--- src/rtl/buffer_ctrl_pkg.sv ---
// Shared widths, state encoding and configuration checks for the buffer pointer/flow-control stage.
package buffer_ctrl_pkg;

  localparam int SIZE_DFLT = 16;
  localparam int K_DFLT    = 4;
  localparam int J_DFLT    = 8;

  typedef enum logic {
    ST_RUN   = 1'b0,
    ST_FLUSH = 1'b1
  } state_t;

  // Word-pointer width for a buffer of `size` words.
  function automatic int ptr_w(input int size);
    return $clog2(size);
  endfunction

  // Occupancy counter must hold 0..size inclusive.
  function automatic int cnt_w(input int size);
    return $clog2(size) + 1;
  endfunction

  localparam int AW_DFLT = $clog2(SIZE_DFLT);
  localparam int CW_DFLT = $clog2(SIZE_DFLT) + 1;

  // Pointers wrap naturally only if SIZE is a power of two and beats never straddle the end.
  function automatic bit cfg_ok(input int size, input int k, input int j);
    return (size > 0) && ((size & (size - 1)) == 0) &&
           (k > 0) && (j > 0) && (size % k == 0) && (size % j == 0);
  endfunction

endpackage

--- src/rtl/buffer_ctrl_ptr.sv ---
// Modulo-SIZE word pointer: steps by STEP on inc, synchronous load has priority.
// Single-cycle update, no handshake of its own.
module buf_ptr
  import buffer_ctrl_pkg::*;
#(
  parameter int SIZE = SIZE_DFLT,
  parameter int STEP = K_DFLT,
  parameter int AW   = ptr_w(SIZE)
) (
  input  logic          clk,
  input  logic          rst,
  input  logic          inc,
  input  logic          load,
  input  logic [AW-1:0] load_val,
  output logic [AW-1:0] ptr
);

  localparam logic [AW-1:0] STEP_W = AW'(STEP);

  always_ff @(posedge clk or negedge rst) begin
    if (!rst) begin
      ptr <= '0;
    end else if (load) begin
      ptr <= load_val;
    end else if (inc) begin
      ptr <= ptr + STEP_W;
    end
  end

endmodule

--- src/rtl/buffer_ctrl.sv ---
// Pointer/occupancy control for a K-word-write, J-word-read parallel buffer with drain-then-discard flush.
// Latency: ld counted at the same edge, out_valid earliest next cycle; in_ready drops when < K words free.
module buffer_ctrl
  import buffer_ctrl_pkg::*;
#(
  parameter int SIZE = SIZE_DFLT,
  parameter int K    = K_DFLT,
  parameter int J    = J_DFLT,
  parameter int AW   = ptr_w(SIZE),
  parameter int CW   = cnt_w(SIZE)
) (
  input  logic          clk,
  input  logic          rst,
  input  logic          in_valid,
  output logic          in_ready,
  output logic          out_valid,
  input  logic          out_ready,
  input  logic          flush,
  output logic          ld,
  output logic [AW-1:0] write_add,
  output logic [AW-1:0] read_add,
  output logic [CW-1:0] count,
  output logic          full,
  output logic          empty,
  output logic          flushing
);

  if (!cfg_ok(SIZE, K, J)) begin : g_cfg_bad
    $fatal(1, "buffer_ctrl: SIZE must be a power of two and a multiple of K and J");
  end

  localparam logic [CW-1:0] SIZE_C = CW'(SIZE);
  localparam logic [CW-1:0] K_C    = CW'(K);
  localparam logic [CW-1:0] J_C    = CW'(J);

  state_t        state_q, state_d;
  logic [CW-1:0] count_q, count_d, count_after_rd;
  logic          wr, rd, drain_done;

  assign in_ready  = (state_q == ST_RUN) && ((SIZE_C - count_q) >= K_C);
  assign out_valid = (count_q >= J_C);
  assign wr        = in_valid & in_ready;
  assign rd        = out_valid & out_ready;
  assign ld        = wr;

  // A read in the last full-beat cycle of FLUSH also ends the flush on the same edge.
  assign count_after_rd = rd ? (count_q - J_C) : count_q;
  assign drain_done     = (state_q == ST_FLUSH) && (count_after_rd < J_C);

  always_comb begin
    state_d = state_q;
    count_d = count_after_rd + (wr ? K_C : '0);
    if (state_q == ST_RUN) begin
      if (flush) state_d = ST_FLUSH;
    end else if (drain_done) begin
      state_d = ST_RUN;
      count_d = '0;
    end
  end

  always_ff @(posedge clk or negedge rst) begin
    if (!rst) begin
      state_q <= ST_RUN;
      count_q <= '0;
    end else begin
      state_q <= state_d;
      count_q <= count_d;
    end
  end

  buf_ptr #(.SIZE(SIZE), .STEP(K), .AW(AW)) u_wr_ptr (
    .clk      (clk),
    .rst      (rst),
    .inc      (wr),
    .load     (1'b0),
    .load_val ('0),
    .ptr      (write_add)
  );

  // Leftover partial words are dropped by realigning the read side onto the write side.
  buf_ptr #(.SIZE(SIZE), .STEP(J), .AW(AW)) u_rd_ptr (
    .clk      (clk),
    .rst      (rst),
    .inc      (rd),
    .load     (drain_done),
    .load_val (write_add),
    .ptr      (read_add)
  );

  assign count    = count_q;
  assign full     = (count_q == SIZE_C);
  assign empty    = (count_q == '0);
  assign flushing = (state_q == ST_FLUSH);

endmodule

--- config.mk ---
export PLATFORM = sky130hd
export DESIGN_NAME = buffer_ctrl
export DESIGN_NICKNAME = d
export VERILOG_FILES = /design/src/rtl/buffer_ctrl_pkg.sv /design/src/rtl/buffer_ctrl_ptr.sv /design/src/rtl/buffer_ctrl.sv
export SDC_FILE = /design/constraint.sdc
export NUM_CORES = 1
export LEC_CHECK = 0
export ABC_CLOCK_PERIOD_IN_PS = 3040
export CAP_MARGIN = 40
export CORE_MARGIN = 8
export CORE_UTILIZATION = 41
export CTS_CLUSTER_DIAMETER = 150
export DETAILED_ROUTE_END_ITERATION = 8
export GPL_ROUTABILITY_DRIVEN = 0
export PLACE_DENSITY = 0.82
export SYNTH_ARGS = -nofsm -noshare
export SYNTH_HDL_FRONTEND = slang
export SYNTH_SLANG_ARGS = --single-unit
--- constraint.sdc ---
create_clock -name clk -period 3.04 [get_ports clk]
set_input_delay 0.456 -clock clk [delete_from_list [all_inputs] [get_ports clk]]
set_output_delay 0.456 -clock clk [all_outputs]
set_load 0.02 [all_outputs]
Yosys cells after proc, flatten, opt, wreduce, memory -nomap -nowiden
Cells that the tools add are included.
- input port bits: 5
- logic and storage cells: 29
- output and inout bits: 19
- bits in registers: 14
- $lt $le $gt $ge: 3
- bitwise gates (word level): 3
- muxes and demuxes: 9
- equality and inequality tests: 1
- reductions and logical operators: 4
- add/sub/neg operators: 5
- operator list (kind ; count):
    $mux W5 ; 3
    $mux W4 ; 2
    $add A5 B3 Y5 ; 1
    $eq A5 B5 Y1 const B ; 1
    $ge A5 B3 Y1 const B ; 1
    $ge A5 B4 Y1 const B ; 1
    $logic_not A5 Y1 ; 1
    $lt A5 B4 Y1 const B ; 1
    $sub A5 B4 Y5 const B ; 1
    $sub A5 B5 Y5 const A ; 1
    $add A4 B3 Y4 const B ; 1
    $add A4 B4 Y4 const B ; 1
    $mux W1 ; 3
    $mux W3 ; 1
    $and A1 B1 Y1 ; 2
    $logic_and A1 B1 Y1 ; 2
    $reduce_bool A2 Y1 ; 1
    $not A1 Y1 ; 1

Longest topological paths before layout
- depth after elaboration: 8
- mapped depth: 10
- mapped depth without buffers: 10

Modules after synthesis
A second synthesis with hierarchy kept.
- cell total of the unflattened synthesis: 60
- area, all modules: 675.6 um^2
- modules (own cells, without submodules) (module ; instances ; seq. area each (um^2) ; cells an instance ; area an instance (um^2)):
    buffer_ctrl ; 1 ; 100.1 ; 37 ; 354.1
    buf_ptr at u_wr_ptr ; 1 ; 100.1 ; 13 ; 170.2
    buf_ptr at u_rd_ptr ; 1 ; 100.1 ; 10 ; 151.4

Least setup slack after synthesis
No wires, ideal clock.
- kind: register to register
- from: register count_q[3], in the netlist count[3]
- to: register count_q[3], in the netlist count[3]
- required time: 2.920 ns
- stages on the path, launching flop included: 9
- period minus slack after synthesis: 2.775 ns
- setup time: 0.120 ns
- arrival: 2.655 ns
- buffers on the path: 0
- path slack: 0.265 ns
- cell sequence: dfrtp_1 inv_1 ha_1 ha_1 nor4b_1 nor3b_1 ha_1 ha_1 and2_2
- word-level cells in the longest chain between the ends: 8
- elaborated cells between the ends (all ways): 14
- those cells by class: add/sub: 3; order compare: 3; mux: 4; bitwise: 2; reduce/logical: 2
- ends and longest elaborated chain (item ; line ; source):
    start: declaration ; buffer_ctrl.sv:37 ; logic [CW-1:0] count_q, count_d, count_after_rd;
    start signal: assignment ; buffer_ctrl.sv:67 ; count_q <= count_d;
    $sub A5 B5 Y5 * ; buffer_ctrl.sv:40 ; assign in_ready = (state_q == ST_RUN) && ((SIZE_C - count_q) >= K_C);
    $ge A5 B3 Y1 * ; buffer_ctrl.sv:40 ;
    $logic_and A1 B1 Y1 * ; buffer_ctrl.sv:40 ;
    $and A1 B1 Y1 * ; buffer_ctrl.sv:42 ; assign wr = in_valid & in_ready;
    net ld ; buffer_ctrl.sv:19 ; output logic ld,
    $mux W3 * ; buffer_ctrl.sv:52 ; count_d = count_after_rd + (wr ? K_C : '0);
    $add A5 B3 Y5 * ; buffer_ctrl.sv:52 ;
    $mux W5 ; buffer_ctrl.sv:55 ; end else if (drain_done) begin
    $mux W5 * ; buffer_ctrl.sv:53 ; if (state_q == ST_RUN) begin
    net count_d[3] ; buffer_ctrl.sv:37 ;
The timed path passes the listed nets; every way through them passes the cells marked *.
A chain may end at the register's enable or synchronous reset.

Worst setup path in the final report
- from: register count_q[3], in the netlist count[3]
- to: output port in_ready
- word-level cells in the longest chain between the ends: 3
- ends and longest elaborated chain (item ; line ; source):
    $sub A5 B5 Y5 ; buffer_ctrl.sv:40 ;
    $ge A5 B3 Y1 ; buffer_ctrl.sv:40 ;
    $logic_and A1 B1 Y1 ; buffer_ctrl.sv:40 ;
    end: declaration ; buffer_ctrl.sv:15 ; output logic in_ready,
Every way passes these cells.

==> results.md <==
* Most frequent cells in the layout: clkdlybuf4s50_1 (16), ha_1 (8), dfrtp_1 (8), inv_1 (6), conb_1 (6)
* Outcome: complete, no violations
* Post-CTS sizing at 1
* Final worst-path cycle share at between 90% and 100%
* Pwr dens at between 1000 and 1500 mW/mm2
* Initial antenna violation count at 0
* Htree depth at 1
* Gr ovfl total at 0
* Iteration-0 DRC Markers at 1
* Worst hold path type: in2async
* DRT antenna net count at 0
* Overall power at between 0.0009 and 0.001 W
* Post-Layout Cell Count at 92
* Commonest non-fill, non-tap cell in the layout: clkdlybuf4s50_1
* Crit end category: output pin
* Cell taking the most area after synthesis: dfrtp_1
* Synth Area in XOR/XNOR at 5.65%
* Fin nets at 92
* Register bit total from synthesis at 8
* Via-per-instance ratio at 4.78
* Crit-path max FO at 6
* Hold Buf Count CTS at 0
* Total number of yosys warnings at 0
* Dpl ws at 0.221 ns
* Crit path cell chain: inv_1 -> ha_1 -> ha_1 -> nor4b_1 -> nor2_1 -> clkdlybuf4s50_1
* CP required at between 2 and 3 ns
* Largest family of logic cells by synthesized area: simple AND/OR/NAND/NOR gates
* Adder-cell share of the synthesized area at 16.7%
* Area Overhead vs Synth at 32.2%
* Final worst setup slack at approximately 0.25 ns
* CP dominant cell by count: ha_1
* Largest net degree at the start of global routing at 9
* Total GRT Usage at roughly 9%
* Clk buf depth at 2
* Number of global-route vias before repair at between 400 and 500
* Critical path startpoint category: flip-flop
* Wirelength per Cell at 12.8 um
* First-pass GRT wire length at between 1.5 and 2 mm
* RSZ-0062 raised after global routing: false
* Post-route DRC at 0
* Largest stage delay, worst path at roughly 0.55 ns
* N_diodes at 0
* Synthesized area at 598 um2
* Root Buffer: clkbuf_4
* Critical-path top delay cell: clkdlybuf4s50_1
* Fillers at about 110
* Mux cell area share after synthesis at roughly 2.5%
* Via count at 440
* CORE AREA at 0.00133 mm2
* Post-synthesis sequential area ratio at 33.5%
* Leakage at 0.384 nW
* Inst Count DP at 89
* Initial Util at around 45%
* # Post-CTS Setup Buffers at 0
* Final Cell Area at 791 um2
* Fin crit period at about 2.8 ns
* Die Y at between 50 and 60 um
* Worst path bufs/invs at 2
* I/O Buffers at 17
* Synth Area in Simple Gates at 18.0%
* Share of cells above drive strength 1 at between 10% and 20%
* Yosys top cell area share at 33.5%
* Chip Width at ~54 um
* Maxcap violations at 0
* Cell family with most CP delay: buffers and inverters
* TritonCTS clock tree: done
* Slew Viols, Final at 0
* Die area at a little under 0.003 mm2
* Cells after Synth at a little under 60
* WL final at 1.18 mm
* Final setup fails at 0
* Post-DP Area at 761 um2
* Fmax at about 0.36 GHz
* I/O pin count at 24
* Setup TNS at 0 ns
* DRT Pass-1 Iters at 3
* Synth Area in Compound Gates at about an eighth
* Register Area at between 200 and 250 um2
* Max IR drop VDD at around 0.00065 V
* CP Data Arrival Time at 2.33 ns
* CTS buffer count at 3
* Multi-input logic area at roughly 350 um2
* Synth unique cells at 29
* Crit Path Class: reg2out
* Row count at 13
* Top post-synthesis cells by area: dfrtp_1 (33%), ha_1 (17%), buf_4 (7.5%)
* Latest clock arrival within the worst-skew pair at approximately 0.25 ns
* Final Hold Viols at 0
* Post-DP HPWL at 997 um
* CTS sink cnt at 8
* Worst Skew at 0.00502 ns
* Clk pin slew, worst setup/hold paths at around 0.060 ns
* Syn avg cell area at about 10 um2
==> final cells by class <==
| class | instances | share of cell area (%) |
|---|---|---|
| multi-input cells | 43 | 44.8 |
| flip-flops and latches | 8 | 25.3 |
| repair buffers | 17 | 21.8 |
| clock buffers | 3 | 2.85 |
| inverters | 6 | 2.85 |
| well taps | 15 | 2.37 |
==> flip-flops by register name, summed over array words and instances (netlist names) <==
name,count
flushing,1
u_wr_ptr.ptr,2
u_rd_ptr.ptr,2
count,3
==> per-layer routing <==
layer,vias to the layer above,global-route usage (%),wire length (um)
met2,14,14.5,571
met3,0,3.31,116
met5,-,0,0
met4,0,4.92,0
li1,223,-,-
met1,203,9.56,491
==> where the power goes <==
group	internal [W]	total, W	leakage [nW]	switching (W)
Clock	0.0000451	0.0000798	0.0138	0.0000347
Sequential	0.000163	0.000234	0.0956	0.0000704
Combinational	0.000333	0.000672	0.275	0.000339
Total	0.000542	0.000986	0.384	0.000444
==> cells by family (layout without fill, tap and decap cells) <==
logic type | count (synthesis) | in the layout
DFF | 8 | 8
muxes | 1 | 1
AOI/OAI and AO/OA | 8 | 8
adders and majority gates | 8 | 8
and+or+nand+nor | 17 | 17
xor gates and xnor gates | 3 | 3
buffers and inverters | 12 | 26
other | 1 | 6
==> per-stage QoR <==
step | hold slack [ns] | utilization (%)
after floorplan | 0.160 | -
after global placement | 0.501 | 57.0
after detailed placement | 0.502 | 57.0
after CTS | 0.494 | 59.1
after global routing | 0.509 | 59.3
final | 0.484 | 59.3
==> worst paths after layout <==
path                                 start              end  slack [ns]  cells after the start
max                               count[3]         in_ready        0.25                      6
min                                    rst  u_wr_ptr.ptr[2]        0.48                      1
max reg2reg                       count[3]         count[3]        0.69                      8
min reg2reg                u_rd_ptr.ptr[2]  u_rd_ptr.ptr[2]        0.52                      1
max in group asynchronous              rst  u_rd_ptr.ptr[3]        2.29                      1
min in group clk           u_rd_ptr.ptr[2]  u_rd_ptr.ptr[2]        0.52                      1
==> cell usage after synthesis, drive strengths merged <==
library cell and count:
o21ai 2, conb 1, mux2 1, buf 6
o21a 1, or2b 2, nand2b 2, a32oi 2
ha 8, o22a 1, a21o 1, and2 2
xor2 1, nor3b 1, nand3 3, nor2b 1
nand2 4, nor2 1, dfrtp 8, o31ai 1
nor4b 1, inv 6, xnor2 2
==> worst reg2reg max path: stages (launching register included) <==
cell and delay, ns:
dfrtp_1 0.43, inv_1 0.13, ha_1 0.23, ha_1 0.27, nor4b_1 0.40, nor3b_2 0.14, ha_1 0.23, ha_1 0.26
and2_2 0.17
Power figures use the tool's default switching activity.
